$ cat src/rtl/lp805x_prng.sv
// Galois LFSR random-number generator with request/valid draw handshake,
// free-run mode, optional entropy injection and zero-lock protection.
module lp805x_prng #(
  parameter int              WIDTH      = 32,
  parameter logic [WIDTH-1:0] POLY       = WIDTH'(32'h80200003),
  parameter logic [WIDTH-1:0] RESET_SEED = WIDTH'(32'h00000001),
  parameter int              OUT_W      = 8,
  parameter int              STEPS      = 8
) (
  input  logic             clk,
  input  logic             reset,
  input  logic             loadseed_i,
  input  logic [WIDTH-1:0] seed_i,
  input  logic             mode_i,
  input  logic             req_i,
  input  logic             entropy_en_i,
  input  logic             entropy_i,
  output logic             busy_o,
  output logic             valid_o,
  output logic [OUT_W-1:0] number_o,
  output logic [WIDTH-1:0] state_o
);

  typedef enum logic [1:0] {IDLE, RUN, DONE} fsm_t;

  fsm_t             fsm, fsm_nxt;
  logic [7:0]       cnt, cnt_nxt;
  logic             draw_fr, draw_fr_nxt;
  logic             step_en, accept;
  logic [WIDTH-1:0] state_p0, state_nxt;
  logic [OUT_W-1:0] sample_p0;
  logic [OUT_W-1:0] number_p1;
  logic             vld_p1;

  // One Galois step; an all-zero result would lock the LFSR forever.
  function automatic logic [WIDTH-1:0] lfsr_step(input logic [WIDTH-1:0] s,
                                                 input logic en,
                                                 input logic bit_in);
    logic [WIDTH-1:0] n;
    n = s >> 1;
    if (s[0]) n = n ^ POLY;
    if (en) n[WIDTH-1] = n[WIDTH-1] ^ bit_in;
    if (n == '0) n = RESET_SEED;
    return n;
  endfunction

  function automatic logic [WIDTH-1:0] seed_fix(input logic [WIDTH-1:0] s);
    return (s == '0) ? RESET_SEED : s;
  endfunction

  always_comb begin
    fsm_nxt     = fsm;
    cnt_nxt     = cnt;
    draw_fr_nxt = draw_fr;
    step_en     = 1'b0;
    accept      = 1'b0;
    case (fsm)
      IDLE: begin
        step_en = mode_i;
        if (req_i && !loadseed_i) begin
          accept      = 1'b1;
          draw_fr_nxt = mode_i;
          if (mode_i) begin
            fsm_nxt = DONE;
          end else begin
            fsm_nxt = RUN;
            cnt_nxt = 8'(STEPS - 1);
          end
        end
      end
      RUN: begin
        step_en = 1'b1;
        if (loadseed_i) begin
          fsm_nxt = IDLE;
          cnt_nxt = '0;
        end else if (cnt == '0) begin
          fsm_nxt = DONE;
        end else begin
          cnt_nxt = cnt - 8'd1;
        end
      end
      DONE: begin
        step_en = draw_fr;
        fsm_nxt = IDLE;
      end
      default: fsm_nxt = IDLE;
    endcase

    if (loadseed_i)   state_nxt = seed_fix(seed_i);
    else if (step_en) state_nxt = lfsr_step(state_p0, entropy_en_i, entropy_i);
    else              state_nxt = state_p0;
  end

  // p0: LFSR state and draw control
  always_ff @(posedge clk) begin
    if (reset) begin
      fsm      <= IDLE;
      cnt      <= '0;
      draw_fr  <= 1'b0;
      state_p0 <= RESET_SEED;
    end else begin
      fsm      <= fsm_nxt;
      cnt      <= cnt_nxt;
      draw_fr  <= draw_fr_nxt;
      state_p0 <= state_nxt;
    end
  end

  // Free-run draws report the state seen at the request edge.
  always_ff @(posedge clk) begin
    if (accept) sample_p0 <= state_p0[OUT_W-1:0];
  end

  // p1: published number and valid pulse
  always_ff @(posedge clk) begin
    if (reset) begin
      vld_p1    <= 1'b0;
      number_p1 <= '0;
    end else begin
      vld_p1 <= (fsm == DONE);
      if (fsm == DONE) number_p1 <= draw_fr ? sample_p0 : state_p0[OUT_W-1:0];
    end
  end

  assign busy_o   = (fsm == RUN) || ((fsm == DONE) && draw_fr);
  assign valid_o  = vld_p1;
  assign number_o = number_p1;
  assign state_o  = state_p0;

endmodule
$ cat config.mk
export PLATFORM = sky130hd
export DESIGN_NAME = lp805x_prng
export DESIGN_NICKNAME = d
export VERILOG_FILES = /design/src/rtl/lp805x_prng.sv
export SDC_FILE = /design/constraint.sdc
export NUM_CORES = 1
export LEC_CHECK = 0
export ABC_CLOCK_PERIOD_IN_PS = 5300
export CORE_MARGIN = 3
export CORE_UTILIZATION = 52
export DETAILED_ROUTE_END_ITERATION = 7
export PLACE_DENSITY_LB_ADDON = 0.3
export SLEW_MARGIN = 40
export SYNTH_ARGS = -nofsm -noshare
export SYNTH_HDL_FRONTEND = slang
export SYNTH_SLANG_ARGS = --single-unit
$ cat constraint.sdc
create_clock -name clk -period 5.3 [get_ports clk]
set_input_delay 0.53 -clock clk [delete_from_list [all_inputs] [get_ports clk]]
set_output_delay 0.53 -clock clk [all_outputs]
set_load 0.03 [all_outputs]
# Word level (Yosys, flattened, before mapping)
# Index checks and enable logic that the tools add are counted.
dict set report op_classes {
  addsub 1
  n_eq_ne 6
  mux 24
  n_bitwise 2
  reduce_logical 13
}
# operator n
set ops {}
lappend ops {{$mux 32} 7}
lappend ops {{$logic_not 32->1} 2}
lappend ops {{$mux 8} 5}
lappend ops {{$pmux 8 s2} 1}
lappend ops {{$logic_not 8->1} 1}
lappend ops {{$mux 2} 4}
lappend ops {{$sub 8x1->8 const B} 1}
lappend ops {{$ne 3x3->1 const B} 2}
lappend ops {{$mux 1} 5}
lappend ops {{$ne 2x2->1 const B} 2}
lappend ops {{$not 3->4} 1}
lappend ops {{$pmux 2 s2} 1}
lappend ops {{$reduce_and 2->1} 2}
lappend ops {{$reduce_and 4->1} 1}
lappend ops {{$reduce_bool 2->1} 2}
lappend ops {{$pmux 1 s3} 1}
lappend ops {{$eq 2x1->1 const B} 1}
lappend ops {{$eq 2x2->1 const B} 1}
lappend ops {{$logic_and 1x1->1} 2}
lappend ops {{$logic_not 2->1} 1}
lappend ops {{$logic_not 1->1} 1}
lappend ops {{$logic_or 1x1->1} 1}
lappend ops {{$xor 1x1->1} 1}
dict set report word_totals {
  register_bits 60
  input_bits 39
  output_inout_bits 42
  wordCells 53
}

# Depth between registers and ports, before layout
# Gate-level depths: netlist (run 1).
dict set report logic_depth {
  ltp_word 12
  mapped_depth 7
  mapped_depth_nobuf 6
}

# Worst setup path before layout (run 1)
# Ideal clock, no wire load.
dict set report synth_timing {
  kind {input-to-reg}
  from {input port loadseed_i}
  to {register draw_fr}
  setup_ns 0.128
  t_arrival_ns 2.152
  required_ns 5.172
  slack_ns 3.020
  cell_stages 4
  n_path_buf 1
  path_cell_list {clkbuf_8 > nor4b_1 > mux2i_1 > nor2_1}
}
dict set report synth_via {
  elab_chain_len 3
}
# element line
set synth_rtl {}
lappend synth_rtl {{start: declaration} 12} ;# input logic loadseed_i,
lappend synth_rtl {{$logic_not 1->1} 60} ;# if (req_i && !loadseed_i) begin
lappend synth_rtl {{$logic_and 1x1->1} 60}
lappend synth_rtl {{$reduce_and 2->1 (no line)} -}
lappend synth_rtl {{end signal: assignment} 104} ;# draw_fr <= draw_fr_nxt;
lappend synth_rtl {{end: declaration} 28} ;# logic draw_fr, draw_fr_nxt;
# No other way between the ends.
# A chain may end at the register's enable or synchronous reset.

# Worst setup path in the final report (run 1)
dict set report layout_timing {
  from {register fsm[1]}
  to {output port busy_o}
}
dict set report layout_via {
  elab_chain_len 3
  elab_cells_between_ends 4
}
# element line
set layout_rtl {}
lappend layout_rtl {{start: declaration} 26} ;# fsm_t fsm, fsm_nxt;
lappend layout_rtl {{start signal: assignment} 102} ;# fsm <= fsm_nxt;
lappend layout_rtl {{$eq 2x2->1} 125} ;# assign busy_o = (fsm == RUN) || ((fsm == DONE) && draw_fr);
lappend layout_rtl {{$logic_and 1x1->1} 125}
lappend layout_rtl {{$logic_or 1x1->1 *} 125}
lappend layout_rtl {{end: declaration} 18} ;# output logic busy_o,
# Mark *: on every way between the ends. The rest lies on a longest branch, timed or not.

==> results of run 1 <==
==> placed cells by master, fill, tap and decap left out, types with 3 or more instances in the layout <==
| master | count |
|---|---|
| a211oi_1 | 38 |
| a21oi_1 | 12 |
| and3_1 | 3 |
| clkbuf_8 | 9 |
| clkdlybuf4s50_1 | 80 |
| clkinv_2 | 3 |
| dfxtp_1 | 52 |
| edfxtp_1 | 8 |
| inv_1 | 4 |
| mux2i_1 | 38 |
| nand2_1 | 10 |
| nand3_1 | 3 |
| nand3b_1 | 4 |
| nor2_1 | 43 |
| nor3_1 | 7 |
| nor3b_1 | 3 |
| nor4_1 | 13 |
| o31ai_1 | 5 |
| or4_1 | 6 |
==> through the flow <==
stage                     instances  instance area (sq um)
after floorplan                 310                   2940
after global placement          438                   3730
after detailed placement        438                   3740
after CTS                       454                   3950
after global routing            454                   3950
final                           454                   3950
==> cell type report <==
cell class                      instances  area, sq um
Sequential cell                        60         1280
Multi-Input combinational cell        221         1540
Inverter                                5         18.8
Tap cell                               70         87.6
Clock inverter                          6         78.8
Fill cell                             415         1350
Clock buffer                           10          128
Timing Repair Buffer                   82          816
==> cells by family after synthesis <==
kind of cell,after synthesis
XOR/XNOR,2
multiplexers,38
buffers and inverters,29
flip-flops,60
adder cells (fa/ha/maj),2
AND/OR/NAND/NOR,109
AO/OA/AOI/OAI,70
==> per-layer routing <==
| layer | part of all wire (%) | vias up |
|---|---|---|
| met4 | 2.6 | 0 |
| met2 | 48 | 94 |
| met5 | 0 | - |
| met3 | 6.4 | 15 |
| met1 | 43 | 1267 |
| li1 | - | 1310 |
==> path summary, 6_finish.rpt <==
path                      end  slack [ns]  cells past startpoint
setup / recovery       busy_o        2.44                      4
setup reg to reg   state_o[2]        3.18                      4
hold / removal    number_o[4]        0.50                      2
hold reg to reg   number_o[4]        0.50                      2
==> power by group through the flow <==
stage / Clock [uW] / Sequential (uW) / Combinational (uW)
final: 435 / 530 / 266
after global routing: 464 / 536 / 289
after CTS: 444 / 530 / 267
after detailed placement: 0 / 539 / 265
after global placement: 0 / 538 / 258
after floorplan: 0 / 569 / 132
==> registers in the layout, summed over array words and instances (netlist names) <==
name,count
cnt,8
draw_fr,1
state_o,32
fsm,2
valid_o,1
sample_p0,8
number_o,8
==> worst reg2reg max path: stages, from the launching register on <==
cell      delay [ns]
dfxtp_1         0.66
and3b_1         0.37
or2_4           0.53
mux2i_1         0.19
a211oi_1        0.28
==> impl_metrics.ini, run 1 <==
[status]
status = complete, no violations

[layout]
drive_gt1_share_pct = 6.25
area_delta_synth_final_pct = 34.3
finalCoreUtilization_pct = 74.5
antenna_cells = 0
nets = 420

[synth]
netlist_area_sq_um = 2940
synthCells = 310
synth_top_family_by_area = simple AND/OR/NAND/NOR gates
syn_area_per_cell_sq_um = 9.49
synth_common_cells = 52 x dfxtp_1, 43 x nor2_1, 38 x a211oi_1, 38 x mux2i_1, 18 x clkbuf_1
synthMuxAreaShare_pct = 12.9
syn_nets = 351
synth.largest_area_cell = dfxtp_1
ys_types = 47
synth_fa_ha_area_share_pct = 0.851
synth_xor_area_share_pct = 0.595
yosysMostFrequentCell = dfxtp_1
synth_seq_cells = 60
synthArstFlopShare_pct = 0
synthFlopType = dfxtp_1
yosysSeqAreaShare_pct = 43.6
synth_area_leaders = dfxtp_1 35%, mux2i_1 13%, a211oi_1 9.7%, edfxtp_1 8.2%, nor2_1 5.5%
synth-edff-count = 8
synth_compound_area_share_pct = 17.3
yosys.area.top_type_share_pct = 35.4
synth_warnings = 0
synth-simple-area-share_pct = 20.0

[floorplan]
die_w_um = 81.2
die_h_um = 81.2
fp.coreArea_sq_um = 5300
die_area_sq_um = 6600
row_count = 26
start_util_pct = 55.5
ios = 81

[routing]
wl_per_cell_um = 16.4
drcViolationCount = 0
num_vias = 2686
totalWireLength_um = 7440
ant_nets = 0
via_per_inst = 5.92
detail_route.iter0.violations = 173
first_pass_iters = 4

[clock_tree]
numCtsBuffers = 9
clk_pin_slew_ns = 0.07
ctsHoldBuffers = 0
cts.sinks = 60
htreeDepth = 3
post_cts_resize_count = 0
post_cts_buffers = 0
cts_tree = done
cts.path.max_buffers = 2
cts.root.buffer_cell = clkbuf_8
clk-insertion-delay-late_ns = 0.34

[worst_setup_path]
worstPathCellList = nor2b_2 > nand2_1 > nand2_1 > clkdlybuf4s50_1
r2r-start = draw_fr
crit_fanout = 18
crit_type = flop to output port
cpMaxStageDelayCell = clkdlybuf4s50_1
cp_top_family = simple AND/OR/NAND/NOR gates
cpPeakStageDelay_ns = 0.67
crit_buf_inv = 1
cp-end-kind = output port
worst_ep_required_time_ns = 4.77
startpoint = fsm[1]
crit_top_cell = nand2_1
cp-start-kind = flop
arrival_ns = 2.33

[power_and_ir_drop]
pwr-share-clk_pct = 35.3
ir_drop_v = 0.000184
p_total_uw = 1230
p_int_uw = 878
p_comb_share_pct = 21.6
p_leak_uw = 0.00145
switching_share_pct = 28.6
power_density_nw_per_um2 = 312
seq_power_share_pct = 43.1
p_sw_uw = 352

[grt]
grt_pass1_wl_um = 12600
grt_use_total_pct = 24.8
grt_pass1_vias = 2642
use_met1_pct = 31.4
grt_max_degree = 47
top_usage_layer = met2
grtUsageMet3_pct = 7.21
overflow = 0
antenna_found_initial = 0
use_met2_pct = 39.2

[sta]
max_slew_margin_pct = 52.7
finalCritPeriodShare_pct = 53.9
holdWs_ns = 0.498
setup_viol = 0
tns_ns = 0
timing_hold_violations_final = 0
setup_ws_ns = 2.44
worstMarginPinSlew_ns = 0.707
fin_skew_ns = 0.00560
fmax_mhz = 350
drv_slew = 0
rsz0062_at_grt = no
layout_min_cycle_time_ns = 2.86

[place]
port_buffers = 80
post-dp-hpwl_um = 5250
dp_slack_ns = 2.16
gp_congestion = 0.787

[min_path]
hold_path.class = flop to flop
worstHoldStart = number_o[4]

[run]
cap_viol_max_count = 0
Power figures use the tool's default switching activity.
==> inputs of run 2 (changes only) <==
ABC_CLOCK_PERIOD_IN_PS = 2400   (was 5300)
CORE_UTILIZATION = 43   (was 52)
clock period = 2.4 ns   (was 5.3 ns; I/O delays follow)
==> run 2 against run 1 <==
  * Final cell count grew 3.1%
  * Setup slack worse by 2.2 ns
  * Utilization down 13 points
  * Critical path type unchanged
  * Largest power group unchanged
  * Largest cell class unchanged
  * Clock power increased by 110%
  * Highest routed layer unchanged
  * Hold slack got worse by 0.0072 ns
==> impl_metrics.ini, run 2 (synthesis results as in run 1) <==
[floorplan]
die_h_um = 88.7
fp.coreArea_sq_um = 6490
ios = 81
die_area_sq_um = 7870
row_count = 29
die_w_um = 88.7
start_util_pct = 45.3

[power_and_ir_drop]
p_int_uw = 1850
ir_drop_v = 0.000273
pwr-share-clk_pct = 33.8
seq_power_share_pct = 43.7
p_leak_uw = 0.00147
switching_share_pct = 30.5
p_sw_uw = 814
p_total_uw = 2670
p_comb_share_pct = 22.5
power_density_nw_per_um2 = 667

[clock_tree]
cts_tree = done
cts.root.buffer_cell = clkbuf_8
ctsHoldBuffers = 0
clk_pin_slew_ns = 0.06
numCtsBuffers = 9
post_cts_resize_count = 0
htreeDepth = 3
post_cts_buffers = 0
cts.sinks = 60
cts.path.max_buffers = 2
clk-insertion-delay-late_ns = 0.35

[worst_setup_path]
worst_ep_required_time_ns = 2.16
path_depth = 3
crit_type = flop to output port
cp-end-kind = output port
r2r_end = state_o[24]
crit_buf_inv = 1
cpPeakStageDelay_ns = 0.68
cpMaxStageDelayCell = clkdlybuf4s50_1
crit_fanout = 12
rrSetupSlack_ns = 0.55
crit_end = busy_o
reg2reg_depth = 5
r2r-start = fsm[0]
cp-start-kind = flop
cp_top_family = buffers and inverters
arrival_ns = 1.91
worstPathCellList = nand2b_1 > nand2_1 > clkdlybuf4s50_1
startpoint = fsm[0]

[sta]
timing_hold_violations_final = 0
worstMarginPinSlew_ns = 0.671
fin_skew_ns = 0.00811
setup_viol = 0
tns_ns = 0
layout_min_cycle_time_ns = 2.15
finalCritPeriodShare_pct = 89.7
max_slew_margin_pct = 55.2
fmax_mhz = 464
holdWs_ns = 0.491
drv_slew = 0
rsz0062_at_grt = no

[grt]
grt_pass1_vias = 2488
grt_pass1_wl_um = 12000
grt_max_degree = 61
overflow = 0
grt_use_total_pct = 20.1
antenna_found_initial = 0

[routing]
wl_per_cell_um = 16.0
totalWireLength_um = 7500
via_per_inst = 5.68
ant_nets = 0
first_pass_iters = 4
detail_route.iter0.violations = 132
drcViolationCount = 0
num_vias = 2660

[place]
post-dp-hpwl_um = 5240
port_buffers = 80
dp.cells = 452
gp_congestion = 0.790

[run]
cap_viol_max_count = 0

[min_path]
min_path_cells = 2
hold_path.class = flop to flop

[layout]
largest_reg_flops = 32
antenna_cells = 0
mostFrequentLayoutCell = clkdlybuf4s50_1
final_cells = 468
nets = 427
drive_gt1_share_pct = 7.93
final_cell_mix = 80 x clkdlybuf4s50_1, 52 x dfxtp_1, 43 x nor2_1
area_delta_synth_final_pct = 35.9

[status]
status = complete, no violations
## run 2: how the worst min path moves through the flow
stage,slack (ns),start,endpoint
6_report,0.49,cnt[7],cnt[7]
2_1_floorplan,0.38,seed_i[1],state_o[1]
4_1_cts,0.48,seed_i[29],state_o[29]
5_1_grt,0.50,seed_i[20],state_o[20]
3_3_place_gp,0.47,cnt[7],cnt[7]
3_5_place_dp,0.47,cnt[7],cnt[7]
## run 2: final cells by class
class	count	area (sq um)
clock buffer	10	128
clock inverter	6	65.1
fill	536	2500
inverter	5	18.8
multi-input combinational	221	1530
sequential	60	1280
tap	77	96.3
timing repair buffer	89	881
## run 2: stage by stage
step,setup slack [ns],utilization (%),cell area (sq um)
floorplan,0.266,-,2940
global placement,0.270,58.6,3800
detailed placement,0.221,58.6,3800
CTS,0.240,61.5,4000
global route,0.133,61.5,4000
finish,0.246,61.5,4000
## run 2: tightest hold or removal path, cell delays in order (launching register included)
cell     delay, ns
dfxtp_1       0.32
o31ai_1       0.06
a21oi_1       0.06
## run 2: power groups by stage
stage | sequential [uW] | clock, uW | combinational, uW
final | 1170 | 901 | 599
after CTS | 1170 | 915 | 600
after global routing | 1180 | 964 | 649
after global placement | 1190 | 0 | 588
after detailed placement | 1190 | 0 | 598
after floorplan | 1260 | 0 | 291
## run 2: routing by layer
metal	global-route usage (%)	part of all wire, %	vias up
li1	-	-	1326
met1	26.7	48	1232
met2	28.5	44	89
met3	6.24	6.5	13
met4	11.7	2.1	0
met5	0	0	-
